[config.mk]
export PLATFORM = sky130hd
export DESIGN_NAME = pwls_i2s_serializer
export DESIGN_NICKNAME = d
export VERILOG_FILES = /design/src/rtl/pwls_i2s_serializer_pkg.sv /design/src/rtl/pwls_i2s_serializer_timing.sv /design/src/rtl/pwls_i2s_serializer.sv
export SDC_FILE = /design/constraint.sdc
export NUM_CORES = 1
export LEC_CHECK = 0
export BUFFER_PORTS_ARGS = -buffer_cell sky130_fd_sc_hd__buf_4
export CORE_MARGIN = 2
export CORE_UTILIZATION = 40
export CTS_CLUSTER_SIZE = 25
export DETAILED_ROUTE_END_ITERATION = 7
export SYNTH_ARGS = -nofsm -noshare
export SYNTH_HDL_FRONTEND = slang
export SYNTH_SLANG_ARGS = --single-unit
[constraint.sdc]
create_clock -name clk -period 5 [get_ports clk]
set_input_delay 1 -clock clk [delete_from_list [all_inputs] [get_ports clk]]
set_output_delay 1 -clock clk [all_outputs]
set_load 0.005 [all_outputs]
[src/rtl/pwls_i2s_serializer_pkg.sv]
// Shared definitions for the I2S serializer: default slot geometry and the
// offset-binary to left-justified two's-complement sample conversion.
package pwls_i2s_serializer_pkg;

  localparam int SLOT_BITS_DEF = 16;
  localparam int BCLK_DIV_DEF  = 2;
  localparam int CONV_W        = 32;

  // Flip the MSB so offset-binary becomes two's complement, then push the
  // sample up against the slot MSB; the shift leaves the LSBs zero-filled.
  // Slots wider than CONV_W are not supported.
  function automatic logic [CONV_W-1:0] to_slot(input logic [CONV_W-1:0] raw,
                                                input int bits,
                                                input int slot_bits);
    logic [CONV_W-1:0] v;
    v = raw;
    v[bits-1] = ~v[bits-1];
    return v << (slot_bits - bits);
  endfunction

endpackage

[src/rtl/pwls_i2s_serializer_timing.sv]
// I2S timing generator: divides clk down to bclk, counts bit positions and
// derives the word-select with its one-bit lead ahead of each slot MSB.
module pwls_i2s_timing
  import pwls_i2s_serializer_pkg::*;
#(
  parameter int SLOT_BITS = SLOT_BITS_DEF,
  parameter int BCLK_DIV  = BCLK_DIV_DEF
) (
  input  logic clk,
  input  logic reset,
  input  logic en,
  output logic bclk,
  output logic lrck,
  output logic fall_evt,
  output logic frame_start,
  output logic slot_start
);

  localparam int DIV_W = (BCLK_DIV > 1) ? $clog2(BCLK_DIV) : 1;
  localparam int BIT_W = $clog2(2 * SLOT_BITS);
  localparam logic [BIT_W-1:0] BIT_LAST = BIT_W'(2 * SLOT_BITS - 1);

  logic [DIV_W-1:0] div_q, div_d;
  logic             bclk_q, bclk_d;
  logic [BIT_W-1:0] bit_cnt_q, bit_cnt_d;
  logic             lrck_q, lrck_d;
  logic [BIT_W-1:0] bit_next;
  logic             div_wrap;

  assign div_wrap    = en && (div_q == DIV_W'(BCLK_DIV - 1));
  assign fall_evt    = div_wrap && bclk_q;
  assign bit_next    = (bit_cnt_q == BIT_LAST) ? '0 : bit_cnt_q + 1'b1;
  assign frame_start = (bit_next == '0);
  assign slot_start  = frame_start || (bit_next == BIT_W'(SLOT_BITS));

  always_comb begin
    div_d     = div_q;
    bclk_d    = bclk_q;
    bit_cnt_d = bit_cnt_q;
    lrck_d    = lrck_q;
    if (!en) begin
      div_d     = '0;
      bclk_d    = 1'b0;
      bit_cnt_d = BIT_LAST;
      lrck_d    = 1'b0;
    end else if (div_wrap) begin
      div_d  = '0;
      bclk_d = ~bclk_q;
      if (bclk_q) begin
        bit_cnt_d = bit_next;
        // Right channel spans the last bit of the left slot up to the
        // second-to-last bit of the right slot.
        lrck_d = (bit_next >= BIT_W'(SLOT_BITS - 1)) &&
                 (bit_next <= BIT_W'(2 * SLOT_BITS - 2));
      end
    end else begin
      div_d = div_q + 1'b1;
    end
  end

  always_ff @(posedge clk) begin
    if (reset) begin
      div_q     <= '0;
      bclk_q    <= 1'b0;
      bit_cnt_q <= BIT_LAST;
      lrck_q    <= 1'b0;
    end else begin
      div_q     <= div_d;
      bclk_q    <= bclk_d;
      bit_cnt_q <= bit_cnt_d;
      lrck_q    <= lrck_d;
    end
  end

  assign bclk = bclk_q;
  assign lrck = lrck_q;

endmodule

[src/rtl/pwls_i2s_serializer.sv]
// Mix-sample to I2S serializer: one-entry holding register, per-frame sample
// latch (repeated on underrun) and an MSB-first shift register per slot.
module pwls_i2s_serializer
  import pwls_i2s_serializer_pkg::*;
#(
  parameter int BITS      = 12,
  parameter int SLOT_BITS = SLOT_BITS_DEF,
  parameter int BCLK_DIV  = BCLK_DIV_DEF
) (
  input  logic            clk,
  input  logic            reset,
  input  logic            en,
  input  logic [BITS-1:0] in_sample,
  input  logic            in_valid,
  output logic            in_ready,
  output logic            bclk,
  output logic            lrck,
  output logic            sdata,
  output logic            underrun,
  input  logic            underrun_clr
);

  logic                 fall_evt;
  logic                 frame_start;
  logic                 slot_start;
  logic                 load;
  logic                 accept;
  logic                 underrun_set;
  logic [SLOT_BITS-1:0] conv_slot;

  logic [BITS-1:0]      hold_data_q, hold_data_d;
  logic                 hold_full_q, hold_full_d;
  logic [SLOT_BITS-1:0] frame_sample_q, frame_sample_d;
  logic [SLOT_BITS-1:0] shift_q, shift_d;
  logic                 underrun_q, underrun_d;

  pwls_i2s_timing #(
    .SLOT_BITS (SLOT_BITS),
    .BCLK_DIV  (BCLK_DIV)
  ) u_timing (
    .clk         (clk),
    .reset       (reset),
    .en          (en),
    .bclk        (bclk),
    .lrck        (lrck),
    .fall_evt    (fall_evt),
    .frame_start (frame_start),
    .slot_start  (slot_start)
  );

  assign conv_slot    = SLOT_BITS'(to_slot(CONV_W'(hold_data_q), BITS, SLOT_BITS));
  assign accept       = in_valid && !hold_full_q;
  assign load         = fall_evt && frame_start;
  assign underrun_set = load && !hold_full_q;

  always_comb begin
    hold_data_d    = hold_data_q;
    hold_full_d    = hold_full_q;
    frame_sample_d = frame_sample_q;
    shift_d        = shift_q;
    underrun_d     = underrun_q;

    if (accept) hold_data_d = in_sample;

    // A sample arriving on an empty-register frame start waits a full frame.
    if (hold_full_q) hold_full_d = !load;
    else             hold_full_d = accept;

    if (load && hold_full_q) frame_sample_d = conv_slot;

    if (!en) begin
      shift_d = '0;
    end else if (fall_evt) begin
      if (slot_start) shift_d = frame_sample_d;
      else            shift_d = {shift_q[SLOT_BITS-2:0], 1'b0};
    end

    underrun_d = underrun_set || (underrun_q && !underrun_clr);
  end

  always_ff @(posedge clk) begin
    if (reset) begin
      hold_full_q    <= 1'b0;
      frame_sample_q <= '0;
      shift_q        <= '0;
      underrun_q     <= 1'b0;
    end else begin
      hold_full_q    <= hold_full_d;
      frame_sample_q <= frame_sample_d;
      shift_q        <= shift_d;
      underrun_q     <= underrun_d;
    end
  end

  always_ff @(posedge clk) begin
    hold_data_q <= hold_data_d;
  end

  assign in_ready = !hold_full_q;
  assign sdata    = shift_q[SLOT_BITS-1];
  assign underrun = underrun_q;

endmodule

==> impl_metrics.py <==
metrics = {
    "floorplanning": {
        "rows": 27,
        "io-pin-count": 22,
        "die_w_microns": 79.25,
        "dieArea_sq_um": 6280,
        "initial_utilization_pct": 41.38,
        "core_area_sq_um": 5473,
        "die_y_microns": 79.25,
    },
    "placed_design": {
        "port-buffer-count": 21,
        "gp_congestion": 0.7998,
        "hpwl_mm": 2.918,
        "dp.cells": 317,
    },
    "finish": {
        "stdcell_count": 325,
        "fin_util_pct": 46.36,
        "diodes": 0,
        "areaGrowthSynthToFinish_pct": 12.04,
        "final_cell_mix": "42 x dfxtp_1, 23 x buf_4, 20 x o21ai_0",
        "multi_input_area_sq_um": 960.9,
        "final_nets": 271,
        "seqCellArea_sq_um": 1201,
        "mostFrequentLayoutCell": "dfxtp_1",
        "fillCellCount": 543,
        "drive_gt1_share_pct": 13.44,
    },
    "drt": {
        "wl_met3_microns": 159,
        "drt_iter0_drc": 59,
        "vias": 1763,
        "wirelength_mm": 4.432,
        "wl_met1_mm": 2.296,
        "antenna_left": 0,
        "drt_first_pass_iters": 4,
        "dr.max_layer_used": "met4",
        "drc": 0,
        "avgViaCountPerCell": 5.425,
        "met2_length_mm": 1.899,
        "avgRoutedWirePerCell_microns": 13.64,
    },
    "cts": {
        "clock_sinks": 54,
        "cts_setup_buffers": 0,
        "cts_tree": "yes",
        "clockBufferDepth": 2,
        "cts_root_buf": "clkbuf_8",
        "ctsResizeCount": 0,
        "worst_skew_pair.late_latency_ns": 0.31,
        "cts.htree.levels": 2,
        "holdBufCountCts": 0,
        "clkTransAtPathRegs_ns": 0.11,
        "cts-buffers-inserted": 5,
    },
    "sta": {
        "fmax_mhz": 343.4,
        "skew_ns": 0.01119,
        "slew_violations": 0,
        "setup_violations": 0,
        "hold_viol_final": 0,
        "fin_tns_setup_ns": 0,
        "rsz0062_at_grt": "no",
        "period_needed_ns": 2.912,
        "tightest_slew_ns": 1.159,
        "relSlewSlack_pct": 22.72,
        "post-route-period-util_pct": 58.24,
    },
    "synthesis": {
        "yosys_warnings": 0,
        "ys_types": 35,
        "syn_area_per_cell_sq_um": 9.397,
        "ys.flop_type": "dfxtp_1",
        "synth-edff-count": 12,
        "syn_nets": 260,
        "synth-seq-area-share_pct": 53.04,
        "postSynthCellCount": 241,
        "ys_ff_latch": 54,
        "synth_area_sq_um": 2265,
        "async_flop_share_pct": 0,
    },
    "critical_path": {
        "rrSetupSlack_ns": 2.09,
        "crit_fanout": 26,
        "reg2reg_depth": 8,
        "r2r_start": "u_timing.bit_cnt_q[0]$_SDFFE_PP1P_",
        "crit_type": "reg -> reg",
        "startpoint_type": "flop",
        "crit_path_end_kind": "flop",
        "critPathRequiredTime_ns": 5.20,
        "cp.arrival_ns": 3.11,
        "rr_endpoint": "shift_q[7]$_SDFFE_PP0P_",
    },
    "global_routing": {
        "grt_pass1_vias": 1665,
        "grt_max_degree": 31,
        "antenna_found_initial": 0,
        "grt_pass1_wl_mm": 7.734,
        "grt.total_usage_pct": 15.56,
        "grt_overflow": 0,
    },
    "worst_hold_path": {
        "min_to": "shift_q[10]$_SDFFE_PP0P_",
        "min_from": "shift_q[10]$_SDFFE_PP0P_",
        "holdPathStages": 2,
        "hp-class": "reg -> reg",
    },
    "status": {
        "status": "completed",
    },
    "run": {
        "cap_violations": 0,
    },
    "power": {
        "p_per_area_nw_per_um2": 293.2,
        "ir_drop_mv": 0.1867,
        "power.leakage_uw": 0.0009294,
    },
}
[flip-flops by register name (all words and copies together), names as in the netlist]
signal,count
frame_sample_q,16
hold_data_q,12
hold_full_q,1
shift_q,16
u_timing.bclk,1
u_timing.bit_cnt_q,5
u_timing.div_q,1
u_timing.lrck,1
underrun,1
[per-layer routing]
| metal | vias up | global-route usage, % |
|---|---|---|
| met3 | 8 | 3.864 |
| met2 | 37 | 23.90 |
| li1 | 905 | - |
| met5 | - | 0 |
| met4 | 0 | 5.345 |
| met1 | 813 | 21.37 |
[Yosys cell counts, types with 2 or more instances]
library cell / count / area share, %
dfxtp_1: 42 / 37
o21ai_0: 20 / 4.4
nand2_1: 18 / 3.0
a21oi_1: 17 / 3.8
o21ai_1: 17 / 3.8
nand4_1: 15 / 4.1
and3_1: 13 / 3.6
clkbuf_1: 13 / 2.2
a211oi_1: 12 / 4.0
edfxtp_1: 12 / 16
nand3_1: 11 / 2.4
nor2_1: 9 / 1.5
inv_1: 5 / 0.83
buf_2: 4 / 0.88
nand2b_1: 4 / 1.1
nor2b_1: 4 / 1.1
nor3b_1: 3 / 0.99
xor2_1: 3 / 1.2
ha_1: 2 / 1.1
o22a_1: 2 / 0.77
[per-stage QoR]
step / power [uW] / hold WS, ns / area, sq um / setup WS (ns)
after floorplan: 483.8 / 0.4231 / 2265 / 2.739
after global placement: 501.7 / 0.4339 / 2444 / 1.810
after detailed placement: 501.9 / 0.4400 / 2444 / 1.873
after CTS: 752.8 / 0.4542 / 2537 / 2.110
after global routing: 779.0 / 0.4767 / 2537 / 1.711
final: 744.0 / 0.4497 / 2537 / 2.088
[report_power, final]
group	internal, uW	switching, uW	total [uW]
Clock	101	151	252
Combinational	14.3	18.1	32.4
Sequential	454	5.58	459
Total	569	175	744
[worst max path at each step]
stage | startpoint | endpoint | slack [ns] | depth (start not counted)
floorplan | u_timing.bit_cnt_q[0]$_SDFFE_PP1P_ | shift_q[11]$_SDFFE_PP0P_ | 2.74 | 9
global placement | en | hold_full_q$_SDFF_PP0_ | 1.81 | 5
detailed placement | en | hold_full_q$_SDFF_PP0_ | 1.87 | 5
CTS | u_timing.bit_cnt_q[0]$_SDFFE_PP1P_ | hold_full_q$_SDFF_PP0_ | 2.11 | 8
global route | u_timing.bit_cnt_q[0]$_SDFFE_PP1P_ | hold_full_q$_SDFF_PP0_ | 1.71 | 8
finish | u_timing.bit_cnt_q[0]$_SDFFE_PP1P_ | shift_q[7]$_SDFFE_PP0P_ | 2.09 | 8
[critical path, stage by stage (launching register included)]
cell      delay [ns]
dfxtp_1         0.47
ha_1            0.35
and3_1          0.19
ha_1            0.29
nor2b_1         0.14
buf_4           0.25
nand2_1         0.50
a211oi_1        0.48
o21ai_1         0.11
[cells by family after synthesis]
logic type	count (synthesis)	share of synthesized area, %
and+or+nand+nor	81	19.39
AOI/OAI and AO/OA	76	20.39
DFF	54	53.04
buffers and inverters	24	4.530
xor gates and xnor gates	4	1.547
adders and majority gates	2	1.105
[area by class of cell]
cell class	instances	share of cell area (%)
Clock buffer	5	2.712
Clock inverter	3	0.9862
Inverter	5	0.7396
Multi-Input combinational cell	163	37.87
Sequential cell	54	47.34
Tap cell	72	3.550
Timing Repair Buffer	23	6.805
Power figures use the tool's default switching activity.
